<file path="src/rtl/btn_debounce.sv">
// rtl/btn_debounce.sv - push-button synchronizer, debouncer and press/release/long-press event FSM
// Long-press support (LONG_HELD state, hold counter, long_pulse) is built only when BTN_LONG_PRESS_EN is defined.
module btn_debounce #(
    parameter int DEBOUNCE_CYCLES = 240000,
    parameter int LONG_CYCLES     = 24000000,
    parameter int BTN_ACTIVE_LOW  = 1
) (
    input  logic sys_clk,
    input  logic sys_rst,
    input  logic btn_in,
    output logic btn_level,
    output logic press_pulse,
    output logic release_pulse,
    output logic long_pulse
);

    localparam int DW = $clog2(DEBOUNCE_CYCLES) + 1;
    localparam logic [DW-1:0] DB_MAX = DW'(DEBOUNCE_CYCLES);
    localparam logic RELEASED_PIN = (BTN_ACTIVE_LOW != 0);

    localparam logic [1:0] ST_IDLE    = 2'd0;
    localparam logic [1:0] ST_PRESSED = 2'd1;
    localparam logic [1:0] ST_LONG    = 2'd2;

    // Illegal parameter combinations leave a marker block in the elaborated hierarchy.
    if (DEBOUNCE_CYCLES < 2) begin : g_debounce_cycles_illegal
    end
    if (LONG_CYCLES <= DEBOUNCE_CYCLES) begin : g_long_cycles_illegal
    end

    logic          sync_q1;
    logic          sync_q2;
    logic          pressed_sync;
    logic [DW-1:0] db_cnt;
    logic          accept;
    logic          accept_press;
    logic          accept_release;
    logic [1:0]    state;

    assign pressed_sync   = sync_q2 ^ RELEASED_PIN;
    assign accept         = (db_cnt == DB_MAX);
    assign accept_press   = accept && !btn_level;
    assign accept_release = accept && btn_level;

    // The counter saturates at DB_MAX for exactly one edge, which is the edge that flips btn_level.
    always_ff @(posedge sys_clk) begin
        if (sys_rst) begin
            sync_q1   <= RELEASED_PIN;
            sync_q2   <= RELEASED_PIN;
            db_cnt    <= '0;
            btn_level <= 1'b0;
        end else begin
            sync_q1 <= btn_in;
            sync_q2 <= sync_q1;
            if (accept) begin
                btn_level <= ~btn_level;
                db_cnt    <= '0;
            end else if (pressed_sync != btn_level) begin
                db_cnt <= db_cnt + DW'(1);
            end else begin
                db_cnt <= '0;
            end
        end
    end

`ifdef BTN_LONG_PRESS_EN
    localparam int HW = $clog2(LONG_CYCLES) + 1;
    localparam logic [HW-1:0] HOLD_LAST = HW'(LONG_CYCLES - 1);
    localparam logic [HW-1:0] HOLD_MAX  = HW'(LONG_CYCLES);

    logic [HW-1:0] hold_cnt;

    // Release is tested before the hold limit so a same-edge release suppresses long_pulse.
    always_ff @(posedge sys_clk) begin
        if (sys_rst) begin
            state         <= ST_IDLE;
            hold_cnt      <= '0;
            press_pulse   <= 1'b0;
            release_pulse <= 1'b0;
            long_pulse    <= 1'b0;
        end else begin
            press_pulse   <= 1'b0;
            release_pulse <= 1'b0;
            long_pulse    <= 1'b0;
            case (state)
                ST_IDLE: begin
                    if (accept_press) begin
                        state       <= ST_PRESSED;
                        hold_cnt    <= '0;
                        press_pulse <= 1'b1;
                    end
                end
                ST_PRESSED: begin
                    if (accept_release) begin
                        state         <= ST_IDLE;
                        release_pulse <= 1'b1;
                    end else if (hold_cnt == HOLD_LAST) begin
                        state      <= ST_LONG;
                        hold_cnt   <= HOLD_MAX;
                        long_pulse <= 1'b1;
                    end else begin
                        hold_cnt <= hold_cnt + HW'(1);
                    end
                end
                ST_LONG: begin
                    if (accept_release) begin
                        state         <= ST_IDLE;
                        release_pulse <= 1'b1;
                    end
                end
                default: state <= ST_IDLE;
            endcase
        end
    end
`else
    assign long_pulse = 1'b0;

    always_ff @(posedge sys_clk) begin
        if (sys_rst) begin
            state         <= ST_IDLE;
            press_pulse   <= 1'b0;
            release_pulse <= 1'b0;
        end else begin
            press_pulse   <= 1'b0;
            release_pulse <= 1'b0;
            case (state)
                ST_IDLE: begin
                    if (accept_press) begin
                        state       <= ST_PRESSED;
                        press_pulse <= 1'b1;
                    end
                end
                ST_PRESSED: begin
                    if (accept_release) begin
                        state         <= ST_IDLE;
                        release_pulse <= 1'b1;
                    end
                end
                default: state <= ST_IDLE;
            endcase
        end
    end
`endif

endmodule
</file>
<file path="config.mk">
export PLATFORM = sky130hd
export DESIGN_NAME = btn_debounce
export DESIGN_NICKNAME = d
export VERILOG_FILES = /design/src/rtl/btn_debounce.sv
export SDC_FILE = /design/constraint.sdc
export NUM_CORES = 1
export LEC_CHECK = 0
export ABC_AREA = 1
export BUFFER_PORTS_ARGS = -buffer_cell sky130_fd_sc_hd__buf_2
export CORE_ASPECT_RATIO = 0.8
export CORE_UTILIZATION = 63
export CTS_CLUSTER_SIZE = 16
export DETAILED_ROUTE_END_ITERATION = 8
export GPL_TIMING_DRIVEN = 0
export PLACE_DENSITY = 0.82
export SKIP_LAST_GASP = 1
export SLEW_MARGIN = 20
export SYNTH_ARGS = -nofsm -noshare
export SYNTH_HDL_FRONTEND = slang
export SYNTH_SLANG_ARGS = --single-unit
</file>
<file path="constraint.sdc">
create_clock -name sys_clk -period 2.69 [get_ports sys_clk]
set_clock_uncertainty 0.1 [all_clocks]
set_input_delay 0.1345 -clock sys_clk [delete_from_list [all_inputs] [get_ports sys_clk]]
set_output_delay 0.1345 -clock sys_clk [all_outputs]
set_load 0.05 [all_outputs]
</file>
==> results of run 1 <==
cells by family after synthesis:
logic type	share of synthesized area
AO/OA/AOI/OAI	0.05455
XOR/XNOR	0.05657
adder cells (fa/ha/maj)	0.02020
buffers and inverters	0.09798
flip-flops	0.4040
other	0.003027
AND/OR/NAND/NOR	0.3636
cell usage in the layout (no fill, tap or decap), types with 2 or more instances in the layout:
cell type | Yosys | layout
nand2_1 | 37 | 37
nor2_1 | 29 | 29
dfxtp_1 | 25 | 25
inv_1 | 24 | 24
nand3_1 | 12 | 12
a21oi_1 | 10 | 10
nor2_2 | 8 | 8
xor2_1 | 6 | 6
buf_2 | 0 | 5
or2_2 | 3 | 3
nor3_1 | 3 | 3
clkbuf_4 | 0 | 3
dlygate4sd3_1 | 0 | 3
nand2_4 | 2 | 2
nand4_1 | 2 | 2
xnor2_1 | 2 | 2
o21ai_0 | 2 | 2
ha_1 | 2 | 2
metrics by stage:
step | total power (W) | worst slack (ns) | util | hold WS (ns)
2_1_floorplan | 0.0003932 | 1.166 | - | 0.1036
3_3_place_gp | 0.0003970 | 1.258 | 0.7489 | 0.2188
3_5_place_dp | 0.0003973 | 1.212 | 0.7489 | 0.2212
4_1_cts | 0.0005668 | 1.171 | 0.7837 | 0.3418
5_1_grt | 0.0005840 | 1.055 | 0.7837 | 0.3717
6_report | 0.0005636 | 1.145 | 0.7837 | 0.3369
final timing paths:
kind               from    endpoint  slack [ns]  depth (start not counted)
min             sync_q1     sync_q2        0.34                          1
min reg2reg     sync_q1     sync_q2        0.34                          1
max reg2reg  db_cnt[17]  db_cnt[11]        1.16                          8
max             sys_rst     sync_q1        1.14                          4
routing by layer:
metal / track usage / vias up / wire length, µm
met5: 0 / - / 0
met2: 0.4234 / 41 / 1140
met3: 0.06960 / 6 / 197
li1: - / 565 / -
met1: 0.3349 / 479 / 1077
met4: 0.06486 / 0 / 44
worst max-delay path: cells and delay by family:
family	cells	cell delay (ns)
buffers and inverters	3	1.24
AND/OR/NAND/NOR	1	0.30
sequential cells by signal, indices dropped and copies added (netlist names):
name / flops
btn_level: 1
state: 1
sync_q1: 1
sync_q2: 1
press_pulse: 1
db_cnt: 19
release_pulse: 1
final cells by class:
class	count	area, µm²	share of cell area
multi-input combinational	123	616.8	0.4565
sequential	25	500.5	0.3704
inverter	25	93.84	0.06944
timing repair buffer	8	55.05	0.04074
buffer	2	27.53	0.02037
tap	22	27.53	0.02037
clock buffer	3	22.52	0.01667
clock inverter	1	7.507	0.005556
power breakdown:
group	total, W	switching, W	internal [W]
registers	0.000373	0.000000853	0.000372
clock network	0.000171	0.000114	0.0000568
logic	0.0000197	0.0000107	0.00000898
total	0.000564	0.000126	0.000438
what timing repair did:
action,in CTS,in global routing
buffers inserted,0,0
endpoints found under the hold margin,5,0
hold buffers,3,0
==> reports/metrics.yaml, run 1 <==
status: "completed"
layout-drive-gt1-share: 0.1444
cts_root_buf: "clkbuf_4"
final_cells: 209
rows: 13
fmax_mhz: 647.1
rsz0062_at_grt: "no"
dr_total_vias: 1091
cts-resized-gates: 0
path_clk_slew_ns: 0.14
synthTopCellsByCount: "37 x nand2_1, 29 x nor2_1, 25 x dfxtp_1"
drt_iter0_markers: 64
synth_top_cell_area_share: 0.4040
yosysMostFrequentCell: "nand2_1"
crit_chain: "dlygate4sd3_1 -> buf_2 -> or2_2 -> dlygate4sd3_1"
synth_top_area_cell: "dfxtp_1"
drtAntennaViolNets: 0
synth_edf_count: 0
dieHeight_um: 41.66
gp_congestion: 0.8376
ios: 7
setup_viol: 0
yosys-top-cells-area: "dfxtp_1 40%, nand2_1 11%, nor2_1 8.8%, inv_1 7.3%, nand3_1 4.8%"
grt_pass1_wl_um: 4098
crit_arrival_ns: 1.67
viasPerCell: 5.220
yosysSeqAreaShare: 0.4040
ys_ff_latch: 25
p_leak_nw: 0.4969
syn_avg_cell_area_um2: 7.078
finalSetupTns_ns: 0
cp_max_fo: 7
slew_viol_final: 0
finalInstanceArea_um2: 1351
syn_to_final_growth_pct: 9.091
syn_area_um2: 1239
cts_tree: "done"
cts_made_buffers: 3
die-area_um2: 2149
initial_core_util: 0.7184
crit_path_top_delay_cell: "dlygate4sd3_1"
yosysWarnings: 0
die-width_um: 51.58
first_pass_iters: 4
syn_inst: 175
clockBufferDepth: 2
p_per_area_nw_per_um2: 417.0
port_buffers: 5
maxCapViolCount: 0
cpMostUsedCell: "dlygate4sd3_1"
synth_nets: 180
postPlaceCellArea_um2: 1291
worst_skew_pair.late_latency_ns: 0.32
htreeDepth: 1
antenna_found_initial: 0
critPathMaxStageDelay_ns: 0.56
core-area_um2: 1724
hold_class: "reg -> reg"
wire_per_inst_um: 11.77
postSynth.asyncResetShare: 0
synth.distinct_cells: 23
max-vdd-ir-drop_uv: 460.1
grt_max_degree: 16
finalHoldViolations: 0
endpoint_kind: "register"
grt_pass1_vias: 990
ys.flop_type: "dfxtp_1"
grt_use_total: 0.2584
drc: 0
overflow: 0
dp_hpwl_um: 1921
start_kind: "input port"
place_inst: 202
fillers: 141
worstPathRequired_ns: 2.82
wirelength_um: 2459
antenna_cells: 0
cts_num_sinks: 25
path_class: "in -> reg"
min_period_ns: 1.545
nets: 193
finalCritPeriodShare: 0.5745
(Power assumes the default switching activity.)
==> run 2, diff against run 1 <==
ABC_AREA = 0   (was 1)
CORE_UTILIZATION = 57   (was 63)
PLACE_DENSITY = 0.76   (was 0.82)
clock period = 1.5 ns   (was 2.69 ns; I/O delays follow)
==> reports/metrics.yaml, run 2 <==
postSynth.asyncResetShare: 0  # unchanged
drtAntennaViolNets: 0  # unchanged
layout_setup_ws_ns: -0.6525  # -1.797 ns
grt_use_total: 0.2626  # +0.004173
largest_reg_flops: 19  # unchanged
wirelength_um: 2407  # -2.1%
slew_headroom: 0.6020
cts_made_buffers: 3  # unchanged
worstPathRequired_ns: 1.63  # -1.19 ns
ios: 7  # unchanged
rows: 13  # unchanged
ys.flop_type: "dfxtp_1"
cts_tree: "done"
endpoint_kind: "register"
dr_total_vias: 987  # -9.5%
ys_ff_latch: 25  # unchanged
fmax_mhz: 464.6
maxCapViolCount: 0  # unchanged
drc: 0  # unchanged
worst_skew_pair.late_latency_ns: 0.33  # about the same
power_switching_w: 0.0002321  # +85%
grt_pass1_vias: 946  # -4.4%
die-area_um2: 2133  # -0.72%
p_leak_nw: 0.3960  # -20%
synth_top_area_cell: "dfxtp_1"
initial_core_util: 0.6451  # -0.07329
yosysWarnings: 0  # unchanged
synth_nets: 132  # -27%
overflow: 0  # unchanged
first_pass_iters: 4  # unchanged
die-width_um: 51.39  # -0.36%
finalHoldViolations: 0  # unchanged
viasPerCell: 5.982  # +15%
antenna_found_initial: 0  # unchanged
min_period_ns: 2.152
cts_root_buf: "clkbuf_4"
drt_iter0_markers: 23  # -64%
nets: 149  # -23%
htreeDepth: 1  # unchanged
cp_max_fo: 5  # -2
hold_class: "reg -> reg"
internal_power_w: 0.0007852  # +79%
seq_power_share: 0.655  # -0.007
syn_area_um2: 1112  # -10%
final_common_cell: "dfxtp_1"
synth_edf_count: 0  # unchanged
cts_num_sinks: 25  # unchanged
max-vdd-ir-drop_uv: 655.2  # +42%
finalCritPeriodShare: 1.435
status: "finished with violations"
syn_inst: 127  # -27%
slew_viol_final: 0  # unchanged
path_class: "reg -> reg"
dp_hpwl_um: 1537  # -20%
tightest_slew_ns: 0.5916
combPwrFrac: 0.039  # +0.004
total_power_w: 0.001017  # +81%
p_per_area_nw_per_um2: 771.4  # +85%
syn_avg_cell_area_um2: 8.758  # +24%
syn_to_final_growth_pct: 18.56
clockBufferDepth: 2  # unchanged
yosysMostFrequentCell: "dfxtp_1"
synth.distinct_cells: 27  # +17%
clock_power_share: 0.305  # +0.002
wire_per_inst_um: 14.59  # +24%
core-area_um2: 1724  # unchanged
grt_max_degree: 15  # -1
synth_top_cell_area_share: 0.4499  # +0.04590
dieHeight_um: 41.51  # -0.36%
layout-drive-gt1-share: 0.2727  # +0.1283
grt_pass1_wl_um: 4243  # +3.5%
crit_arrival_ns: 2.29  # +0.62 ns
gp_congestion: 0.7974  # -4.8%
fillers: 122  # -13%
swShare: 0.2281  # +0.005273
port_buffers: 5  # unchanged
yosys-top-cells-area: "dfxtp_1 45%, xnor2_1 8.7%, nor2_1 6.4%, nand2_1 3.7%, nor4_1 3.4%"
regMostFlops: "db_cnt"
antenna_cells: 0  # unchanged
synthTopCellsByCount: "25 x dfxtp_1, 19 x nor2_1, 11 x nand2_1, 11 x xnor2_1, 7 x nand3_1"
yosysSeqAreaShare: 0.4499  # +0.04590
start_kind: "register"
post-place-ws_ns: -0.7645  # -1.976 ns
rsz0062_at_grt: "yes"
final_cell_mix: "20 x dfxtp_1, 15 x nor2_1, 11 x nand2_1, 11 x xnor2_1, 7 x nand3_1"
path_clk_slew_ns: 0.14  # about the same
violations: "negative setup slack"
setup_viol: 23  # +23
-- run 2: cell types whose count changed in the layout (fill, tap and decap cells not counted), moves of 5 or more --
cell,change
dfxtp_1,-5
nor4_1,+6
a21oi_1,-8
xnor2_1,+9
nand2_1,-26
nand3_1,-5
inv_1,-22
nor2_1,-14
-- run 2: final cells by class --
type / count / area (µm²) / share of cell area
Inverter: 4 / 15.01 / 0.01139
Tap cell: 22 / 27.53 / 0.02087
Timing Repair Buffer: 12 / 98.84 / 0.07495
Clock inverter: 1 / 5.005 / 0.003795
Clock buffer: 3 / 22.52 / 0.01708
Buffer: 2 / 18.77 / 0.01423
Multi-Input combinational cell: 96 / 621.8 / 0.4715
Sequential cell: 25 / 509.2 / 0.3861
-- run 2: kinds of logic (layout without fill, tap and decap cells) --
group,Yosys count,in the layout,synth area share
xor+xnor,14,14,0.1102
compound gates,12,12,0.06975
flops,25,25,0.4499
buf+inv,6,22,0.03037
other cells,1,1,0.003371
fa+ha+maj,2,2,0.02249
simple gates,67,67,0.3138
-- run 2: layer usage --
layer	wire length, µm	track usage
met3	120	0.08059
met5	0	0
met2	1133	0.4286
met1	1118	0.3402
met4	36	0.05405
-- run 2: worst max-delay path, stage by stage (launching register included) --
cell and delay [ns]:
dfxtp_2 0.36, inv_2 0.07, ha_4 0.12, or3b_4 0.38, or4_4 0.57, o21ai_4 0.24, buf_6 0.16, nor2_1 0.04
-- run 2: repair_timing --
action,CTS,global route
hold endpoints to repair,6,0
pin swaps,4,7
gates resized for setup,11,12
endpoints found under the setup margin,23,24
hold buffers,3,0
gates cloned,1,0
setup buffers,4,0
-- run 2: path summary, 6_finish.rpt --
path              cells past startpoint      start    endpoint  slack (ns)
hold reg to reg                       1    sync_q1     sync_q2        0.33
setup reg to reg                      7  db_cnt[0]  db_cnt[14]       -0.65
hold / removal                        1    sync_q1     sync_q2        0.33
setup / recovery                      7  db_cnt[0]  db_cnt[14]       -0.65
-- run 2: power groups by stage --
stage	registers [W]	clock network (W)	logic [W]
floorplan	0.000683	0	0.0000175
global placement	0.000683	0	0.0000240
detailed placement	0.000683	0	0.0000245
CTS	0.000666	0.000305	0.0000372
global route	0.000667	0.000343	0.0000426
finish	0.000667	0.000311	0.0000397
-- run 2: through the flow --
stage | TNS (ns) | instances | utilization | hold slack [ns] | area, µm²
2_1_floorplan | -10.90 | 127 | - | 0.04407 | 1114
3_3_place_gp | -14.27 | 154 | 0.6763 | 0.1596 | 1166
3_5_place_dp | -14.72 | 154 | 0.6763 | 0.1617 | 1166
4_1_cts | -12.95 | 166 | 0.7460 | 0.3279 | 1286
5_1_grt | -15.35 | 165 | 0.7649 | 0.3532 | 1319
6_report | -14.58 | 165 | 0.7649 | 0.3297 | 1319
==> run 3, diff against run 2 <==
--- a/config.mk
+++ b/config.mk
@@ -11,3 +11,2 @@
 export CORE_UTILIZATION = 57
-export CTS_CLUSTER_SIZE = 16
 export DETAILED_ROUTE_END_ITERATION = 8
==> constraint.sdc (replaced) <==
create_clock -name sys_clk -period 1.5 [get_ports sys_clk]
set_clock_uncertainty 0.1 [all_clocks]
set_input_delay 0.45 -clock sys_clk [delete_from_list [all_inputs] [get_ports sys_clk]]
set_output_delay 0.45 -clock sys_clk [all_outputs]
set_load 0.05 [all_outputs]
==> reports/metrics.yaml, run 3 (synthesis results as in run 2) <==
path_clk_slew_ns: 0.13  # about the same
grt_use_total: 0.2549  # -0.007610
hold_class: "in -> reg"
wirelength_um: 2274  # -5.5%
slew_viol_final: 0  # unchanged
dieHeight_um: 41.51  # unchanged
final_common_cell: "dfxtp_1"
initial_core_util: 0.6451  # unchanged
rows: 13  # unchanged
htreeDepth: 1  # unchanged
finalSetupTns_ns: -13.88  # +0.7008 ns
p_per_area_nw_per_um2: 766.0  # -0.70%
cts_made_buffers: 3  # unchanged
power_switching_w: 0.0002200  # -5.2%
cts_root_buf: "clkbuf_4"
layout-drive-gt1-share: 0.2908  # +0.01805
ios: 7  # unchanged
largest_reg_flops: 19  # unchanged
grt_pass1_vias: 928  # -1.9%
tightest_slew_ns: 0.5529  # -0.03867 ns
start_kind: "register"
slew_headroom: 0.6280  # +0.02602
gp_congestion: 0.7974  # unchanged
overflow: 0  # unchanged
min_period_ns: 2.122  # -0.03047 ns
setup_viol: 23  # unchanged
finalInstanceArea_um2: 1304  # -1.1%
hp-start: "btn_in"
drt_iter0_markers: 22  # -4.3%
antenna_found_initial: 0  # unchanged
hold_path_depth: 2  # +1
antenna_cells: 0  # unchanged
worstPathRequired_ns: 1.63  # about the same
reg2regPathDepth: 4  # -3
status: "finished with violations"
internal_power_w: 0.0007786  # -0.84%
path_class: "reg -> reg"
cts_num_sinks: 25  # unchanged
syn_to_final_growth_pct: 17.21
grt_pass1_wl_um: 4126  # -2.8%
p_leak_nw: 0.3901  # -1.5%
crit_path_top_delay_cell: "or4_1"
holdPathEnd: "sync_q1"
rrSetupSlack_ns: -0.62  # +0.03 ns
core-area_um2: 1724  # unchanged
violations: "negative setup slack"
timing.rr.start: "db_cnt[12]"
first_pass_iters: 4  # unchanged
crit_start: "db_cnt[12]"
critPathMaxStageDelay_ns: 0.57  # about the same
worst_skew_pair.late_latency_ns: 0.32  # about the same
rsz0062_at_grt: "yes"
finalHoldViolations: 0  # unchanged
fmax_mhz: 471.3  # +1.4%
wire_per_inst_um: 13.95  # -4.4%
max-vdd-ir-drop_uv: 687.0  # +4.9%
layout_setup_ws_ns: -0.6220  # +0.03047 ns
die-area_um2: 2133  # unchanged
port_buffers: 5  # unchanged
drtAntennaViolNets: 0  # unchanged
finalCritPeriodShare: 1.415  # -0.02031
grt_max_degree: 15  # unchanged
timing.rr.end: "db_cnt[1]"
swShare: 0.2203  # -0.007807
postPlaceCellArea_um2: 1166  # unchanged
viasPerCell: 5.933  # -0.82%
final_cell_mix: "19 x dfxtp_1, 15 x nor2_1, 11 x nand2_1, 11 x xnor2_1, 7 x nand3_1"
crit_arrival_ns: 2.25  # -0.04 ns
clock_power_share: 0.300  # -0.005
regMostFlops: "db_cnt"
dp_hpwl_um: 1537  # unchanged
cts_tree: "done"
clockBufferDepth: 2  # unchanged
nets: 147  # -1.3%
cp_max_fo: 4  # -1
crit_chain: "or4_1 -> nor4_1 -> nand2_1 -> and3_1"
seq_power_share: 0.666  # +0.011
endpoint_kind: "register"
drc: 0  # unchanged
combPwrFrac: 0.034  # -0.005
maxCapViolCount: 0  # unchanged
die-width_um: 51.39  # unchanged
dr_total_vias: 967  # -2.0%
## run 3: cell count changes in the layout (fill, tap and decap cells not counted), sizes merged
| cell | previous run | this run |
|---|---|---|
| buf | 11 | 12 |
| dlygate4sd3 | 3 | 0 |
## run 3: cell type report
class	instances	area, µm²
Buffer	2	18.77
Inverter	4	15.01
Multi-Input combinational cell	96	621.8
Tap cell	22	27.53
Sequential cell	25	513.0
Timing Repair Buffer	10	80.08
Fill cell	127	420.4
Clock buffer	3	22.52
Clock inverter	1	5.005
## run 3: stage by stage
stage	hold slack, ns	setup slack, ns	total power [W]	utilization	std cells
after floorplan	0.2895	-0.5702	0.0007006	-	127
after global placement	0.2941	-0.7274	0.0007072	0.6763	154
after detailed placement	0.2955	-0.7645	0.0007078	0.6763	154
after CTS	0.1922	-0.6228	0.001002	0.7300	163
after global routing	0.1781	-0.6802	0.001043	0.7562	163
final	0.1963	-0.6220	0.0009986	0.7562	163
## run 3: power by group through the flow
stage | registers, W | clock network, W | logic [W]
floorplan | 0.000683 | 0 | 0.0000175
global route | 0.000666 | 0.000341 | 0.0000368
finish | 0.000665 | 0.000300 | 0.0000341
global placement | 0.000683 | 0 | 0.0000240
detailed placement | 0.000683 | 0 | 0.0000245
CTS | 0.000666 | 0.000305 | 0.0000313
## run 3: routing by layer
metal | vias to the layer above | part of all wire | track usage | wire, µm
met5 | - | 0 | 0 | 0
met4 | 0 | 0.016 | 0.05405 | 36
met3 | 9 | 0.056 | 0.08059 | 128
met2 | 29 | 0.47 | 0.4104 | 1080
met1 | 459 | 0.45 | 0.3333 | 1028
li1 | 470 | - | - | -
## run 3: how the worst max path moves through the flow
stage                     cells past startpoint          to
final                                         4   db_cnt[1]
after global routing                          7  db_cnt[13]
after CTS                                     6   btn_level
after detailed placement                      5  db_cnt[12]
after global placement                        5  db_cnt[12]
after floorplan                               5  db_cnt[12]
## run 3: repair_timing
| item | 4_1_cts | 5_1_grt |
|---|---|---|
| cloned | 1 | 0 |
| endpoints found under the setup margin | 24 | 24 |
| buffers inserted | 4 | 0 |
| pin swaps | 4 | 7 |
| hold buffers | 0 | 0 |
| resized for setup | 12 | 15 |
## run 3: worst max-delay path: cells and delay by family (launching register included)
family	cells	cell delay [ns]
AND/OR/NAND/NOR	4	1.55
flip-flops	1	0.38
